## src/rtl/ilx511b_adc_capture.sv

```systemverilog
// ILX511B pixel read-back: drives a serial SAR ADC (CNV/SCK/SDO), assembles
// MSB-first samples, drops the leading dummy pixels of each frame and streams
// the effective pixels out over a valid/ready handshake.
//
// Handshake: pix_valid rises with pix_data/pix_last already stable; all three
// hold until the rising clock edge on which pix_valid && pix_ready, which is
// the single transfer cycle. pix_valid never drops before that edge except on
// reset or flag_adc_restart.
module ilx511b_adc_capture #(
    parameter int ADC_BITS   = 16,
    parameter int CNV_CYC    = 40,
    parameter int SCK_DIV    = 2,
    parameter int DUMMY_LEAD = 32,
    parameter int VALID_PIX  = 2048
) (
    input  logic                sys_clk,
    input  logic                sys_rst_n,
    input  logic                flag_adc_restart,
    input  logic                flag_adc_start,
    input  logic                adc_sdo,
    output logic                adc_cnv,
    output logic                adc_sck,
    output logic [ADC_BITS-1:0] pix_data,
    output logic                pix_valid,
    input  logic                pix_ready,
    output logic                pix_last,
    output logic                frame_done,
    output logic                overrun,
    output logic [1:0]          dbg_state_o
);

    // Pixel index is 12 bits wide; a frame must fit DUMMY_LEAD+VALID_PIX <= 4096.
    localparam int IDX_W   = 12;
    localparam int CNT_MAX = (CNV_CYC > 2 * SCK_DIV) ? CNV_CYC : 2 * SCK_DIV;
    localparam int CNT_W   = $clog2(CNT_MAX + 1);
    localparam int BIT_W   = $clog2(ADC_BITS + 1);

    localparam logic [CNT_W-1:0] CNV_LAST    = CNT_W'(CNV_CYC - 1);
    localparam logic [CNT_W-1:0] SCK_RISE    = CNT_W'(SCK_DIV - 1);
    localparam logic [CNT_W-1:0] PERIOD_LAST = CNT_W'(2 * SCK_DIV - 1);
    localparam logic [CNT_W-1:0] CNT_ONE     = CNT_W'(1);
    localparam logic [BIT_W-1:0] BIT_LAST    = BIT_W'(ADC_BITS - 1);
    localparam logic [BIT_W-1:0] BIT_ONE     = BIT_W'(1);
    localparam logic [IDX_W-1:0] DUMMY_IDX   = IDX_W'(DUMMY_LEAD);
    localparam logic [IDX_W-1:0] LAST_IDX    = IDX_W'(DUMMY_LEAD + VALID_PIX - 1);
    localparam logic [IDX_W-1:0] IDX_ONE     = IDX_W'(1);

    typedef enum logic [1:0] {
        IDLE  = 2'd0,
        CONV  = 2'd1,
        SHIFT = 2'd2,
        STORE = 2'd3
    } state_t;

    state_t              state_q;
    logic [CNT_W-1:0]    cnt_q;
    logic [BIT_W-1:0]    bit_q;
    logic [ADC_BITS-1:0] shift_q;
    logic [ADC_BITS-1:0] data_q;
    logic [IDX_W-1:0]    idx_q;
    logic                armed_q;
    logic                cnv_q;
    logic                sck_q;
    logic                valid_q;
    logic                last_q;
    logic                done_q;
    logic                ovr_q;

    // Transfer and overrun qualifiers for the current cycle.
    logic accept_d;
    logic lost_start_d;

    // Decode the handshake transfer and a start strobe arriving while busy.
    always_comb begin
        accept_d     = valid_q && pix_ready;
        lost_start_d = flag_adc_start && (state_q != IDLE);
    end

    // Capture FSM: convert, shift in MSB first, then drop or forward the sample.
    always_ff @(posedge sys_clk or negedge sys_rst_n) begin
        if (!sys_rst_n) begin
            state_q <= IDLE;
            cnt_q   <= '0;
            bit_q   <= '0;
            shift_q <= '0;
            data_q  <= '0;
            idx_q   <= '0;
            armed_q <= 1'b0;
            cnv_q   <= 1'b0;
            sck_q   <= 1'b0;
            valid_q <= 1'b0;
            last_q  <= 1'b0;
            done_q  <= 1'b0;
            ovr_q   <= 1'b0;
        end else begin
            done_q <= 1'b0;
            if (flag_adc_restart) begin
                // New frame: abandon whatever is in flight, re-arm from index 0.
                // A start in this same cycle is ignored and does not count as lost.
                state_q <= IDLE;
                cnt_q   <= '0;
                bit_q   <= '0;
                idx_q   <= '0;
                armed_q <= 1'b1;
                cnv_q   <= 1'b0;
                sck_q   <= 1'b0;
                valid_q <= 1'b0;
                last_q  <= 1'b0;
                ovr_q   <= 1'b0;
            end else begin
                if (lost_start_d) begin
                    ovr_q <= 1'b1;
                end
                case (state_q)
                    IDLE: begin
                        // Starts while disarmed (before restart or after the frame) are dropped silently.
                        if (flag_adc_start && armed_q) begin
                            state_q <= CONV;
                            cnv_q   <= 1'b1;
                            cnt_q   <= '0;
                        end
                    end
                    CONV: begin
                        if (cnt_q == CNV_LAST) begin
                            state_q <= SHIFT;
                            cnv_q   <= 1'b0;
                            cnt_q   <= '0;
                            bit_q   <= '0;
                        end else begin
                            cnt_q <= cnt_q + CNT_ONE;
                        end
                    end
                    SHIFT: begin
                        // SDO is taken on the same edge that raises SCK.
                        if (cnt_q == SCK_RISE) begin
                            sck_q   <= 1'b1;
                            shift_q <= {shift_q[ADC_BITS-2:0], adc_sdo};
                        end
                        if (cnt_q == PERIOD_LAST) begin
                            sck_q <= 1'b0;
                            cnt_q <= '0;
                            if (bit_q == BIT_LAST) begin
                                state_q <= STORE;
                            end else begin
                                bit_q <= bit_q + BIT_ONE;
                            end
                        end else begin
                            cnt_q <= cnt_q + CNT_ONE;
                        end
                    end
                    STORE: begin
                        if (!valid_q) begin
                            if (idx_q < DUMMY_IDX) begin
                                idx_q   <= idx_q + IDX_ONE;
                                state_q <= IDLE;
                            end else begin
                                valid_q <= 1'b1;
                                data_q  <= shift_q;
                                last_q  <= (idx_q == LAST_IDX);
                            end
                        end else if (accept_d) begin
                            valid_q <= 1'b0;
                            last_q  <= 1'b0;
                            state_q <= IDLE;
                            if (last_q) begin
                                // Frame complete: no wrap, wait for the next restart.
                                idx_q   <= '0;
                                armed_q <= 1'b0;
                                done_q  <= 1'b1;
                            end else begin
                                idx_q <= idx_q + IDX_ONE;
                            end
                        end
                    end
                    default: state_q <= IDLE;
                endcase
            end
        end
    end

    assign adc_cnv     = cnv_q;
    assign adc_sck     = sck_q;
    assign pix_data    = data_q;
    assign pix_valid   = valid_q;
    assign pix_last    = last_q;
    assign frame_done  = done_q;
    assign overrun     = ovr_q;
    assign dbg_state_o = state_q;

endmodule

```

## config.mk

```make
export PLATFORM = sky130hd
export DESIGN_NAME = ilx511b_adc_capture
export DESIGN_NICKNAME = d
export VERILOG_FILES = /design/src/rtl/ilx511b_adc_capture.sv
export SDC_FILE = /design/constraint.sdc
export NUM_CORES = 1
export LEC_CHECK = 0
export ABC_AREA = 1
export CAP_MARGIN = 40
export CORE_ASPECT_RATIO = 1.75
export CORE_UTILIZATION = 30
export CTS_CLUSTER_DIAMETER = 200
export CTS_CLUSTER_SIZE = 10
export DETAILED_ROUTE_END_ITERATION = 8
export DONT_BUFFER_PORTS = 1
export SYNTH_ARGS = -nofsm -noshare
export SYNTH_HDL_FRONTEND = slang
export SYNTH_SLANG_ARGS = --single-unit
```

## constraint.sdc

```tcl
create_clock -name sys_clk -period 1.93 [get_ports sys_clk]
set_input_delay 0.386 -clock sys_clk [delete_from_list [all_inputs] [get_ports sys_clk]]
set_output_delay 0.386 -clock sys_clk [all_outputs]
set_load 0.01 [all_outputs]
```

==> qor.yml <==
holdPathEnd: "overrun$_DFFE_PN0P_"
clkLatencyLatePin_ns: 0.33
seqPwrFrac: 0.376
crit_type: "flop to flop"
slew_viol_final: 0
synth_mux_area_frac: 0.00649
r2r_end: "idx_q[0]$_DFFE_PN0P_"
crit_arrival_ns: 2.03
drt_iter0_drc: 191
fin_util: 0.355
ys_warn_count: 0
grtUsageTotal: 0.139
clockPowerShare: 0.447
cp-end-kind: "flop"
cts_buffer_depth: 2
p_sw_frac: 0.291
ir_worst_vdd_mv: 0.611
hp-start: "flag_adc_restart"
rsz0062_at_grt: "no"
ys_seq_area_frac: 0.488
cts_resized: 0
synth-compound-area-share: 0.123
coreArea_um2: 10600
leakage_uw: 0.00173
setup_viol: 0
route.detailed.drc: 0
drtAntennaViolNets: 0
cp.required_ns: 2.19
hold_viol: 0
grt_pass1_wl_um: 11800
antenna_found_initial: 1
timing.fmax_ghz: 0.564
reg2reg_slack_ns: 0.16
crit_path_max_fanout: 11
fin_crit_sh: 0.918
htree_levels: 3
numCtsBuffers: 9
grt_pass1_vias: 2515
power_frac_comb: 0.177
fill_cells: 1111
reg2reg_depth: 7
p_per_area_nw_per_um2: 1110
cts_tree: "done"
via_count: 2469
tightestPinTransition_ns: 0.444
clock_skew_ns: 0.00607
totalWireLength_um: 6850
switchingPower_uw: 1220
synth.distinct_cells: 38
fin_nets: 402
min_path_type: "primary input to flop"
cp-startpoint: "dbg_state_o[0]$_DFFE_PN0P_"
clkSinkCount: 64
grt_max_degree: 65
hpwl_um: 4950
synth_area_leaders: "dfrtp_1, nand2_1, inv_1"
fp-row-count: 50
firstDrtPassIters: 4
synthXorXnorAreaFrac: 0.00534
area_growth_pct: 15.2
num_io_pins: 30
viasPerCell: 4.73
start_util: 0.308
synthAdderAreaFrac: 0.0343
synth_area_um2: 3280
die_w_um: 81.0
die_y_um: 140
yosysTopAreaCell: "dfrtp_1"
routedWlPerCell_um: 13.1
period_needed_ns: 1.77
setup_tns_ns: 0
synth_top_family_by_area: "simple AND/OR/NAND/NOR gates"
status: "finished clean"
hold_depth: 1
syn_inst: 379
die_area_um2: 11400
crit-reg2reg-launch: "dbg_state_o[0]$_DFFE_PN0P_"
port_buffers: 0
cts.clk_slew.worst_paths_ns: 0.05
syn_area_per_cell_um2: 8.65
clock_tree.root_cell: "clkbuf_16"
yosys.area_share.simple: 0.257
syn_nets: 394
setup.worst_path.start_class: "flop"
synth_top_area_share: 0.488
gp_congestion: 0.819
grt-ovfl-total: 0
max_cap_viol_count: 0
drive_above_1_share: 0.174
ys_ff_latch: 64
p_int_uw: 2980
max_slew_margin: 0.704
-- synthesized netlist by cell type, drive strengths merged --
library cell and instances:
a21boi 2, a21oi 10, a31o 1, a31oi 1, buf 8, dfrtp 64, ha 9, inv 54
mux2 1, mux2i 1, nand2 100, nand3 23, nand4 7, nor2 42, nor3 1, nor4 1
o211ai 1, o21ai 41, o21bai 1, o22ai 5, o31ai 1, or2 3, xor2 2
-- power groups by stage --
stage	combinational [uW]	sequential [uW]	clock [uW]
after CTS	755	1580	1930
after detailed placement	715	1600	0
after global placement	700	1600	0
after global routing	868	1600	1980
final	746	1580	1880
after floorplan	570	1570	0
-- final cells by class --
class	instances	area [um^2]	area share
inverters	54	210	0.0556
repair buffers	5	60.1	0.0159
multi-input cells	253	1400	0.370
flip-flops and latches	64	1600	0.424
clock buffers	10	239	0.0633
diodes	1	2.50	0.000662
well taps	130	163	0.0431
clock inverters	5	105	0.0278
-- sequential cells by signal (all words and copies together) (netlist names) --
| signal | flops |
|---|---|
| shift_q | 16 |
| idx_q | 12 |
| adc_sck | 1 |
| adc_cnv | 1 |
| pix_valid | 1 |
| dbg_state_o | 2 |
| pix_last | 1 |
| armed_q | 1 |
| pix_data | 16 |
| frame_done | 1 |
| bit_q | 5 |
| cnt_q | 6 |
| overrun | 1 |
-- cells by family after synthesis --
group	count (synthesis)
mux	2
buf+inv	62
simple gates	177
compound gates	63
fa+ha+maj	9
xor+xnor	2
flops	64
-- metal layers --
layer  wire [um]  part of all wire  global-route usage
met1        2600              0.38               0.139
met2        3670              0.54               0.240
met3         248             0.036              0.0391
met4         333             0.049              0.0940
met5           0                 0                   0
-- through the flow --
| step | worst slack [ns] | cell area [um^2] | hold slack, ns | total power [uW] | instances |
|---|---|---|---|---|---|
| CTS | 0.152 | 3770 | 0.103 | 4260 | 521 |
| finish | 0.157 | 3780 | 0.116 | 4200 | 522 |
| global placement | 0.159 | 3390 | 0.0925 | 2300 | 504 |
| floorplan | 0.403 | 3280 | 0.0904 | 2140 | 379 |
| global route | 0.0241 | 3780 | 0.109 | 4440 | 522 |
| detailed placement | 0.154 | 3390 | 0.0923 | 2320 | 504 |
-- how the worst max path moves through the flow --
stage                                  end  slack, ns
floorplan           shift_q[0]$_DFFE_PN0P_       0.40
global route          idx_q[8]$_DFFE_PN0P_       0.02
global placement      idx_q[0]$_DFFE_PN0P_       0.16
finish                idx_q[0]$_DFFE_PN0P_       0.16
detailed placement    idx_q[8]$_DFFE_PN0P_       0.15
CTS                   idx_q[0]$_DFFE_PN0P_       0.15
-- worst max-delay path, stage by stage (launching register included) --
cell,delay [ns]
dfrtp_1,0.48
ha_1,0.30
inv_1,0.11
nand2_2,0.09
nand2_2,0.10
nor2_4,0.29
nand2_1,0.17
o21ai_1,0.15
-- layout by cell type (no fill, tap or decap), drive strengths merged --
cell type	instances
dlygate4sd3	1
mux2i	1
nand3	23
a21boi	2
o22ai	5
nand4	7
a31o	1
o211ai	1
o31ai	1
ha	9
bufinv	3
nor3	1
a21oi	10
dfrtp	64
diode	1
xor2	2
clkinvlp	2
inv	54
o21bai	1
mux2	1
or2	3
clkbuf	10
nand2	100
buf	4
a31oi	1
nor4	1
o21ai	41
nor2	42
-- timing repair --
action,4_1_cts,5_1_grt
hold buffers,2,0
buffers inserted,0,0
hold endpoints to repair,64,0
(Power assumes the default switching activity.)
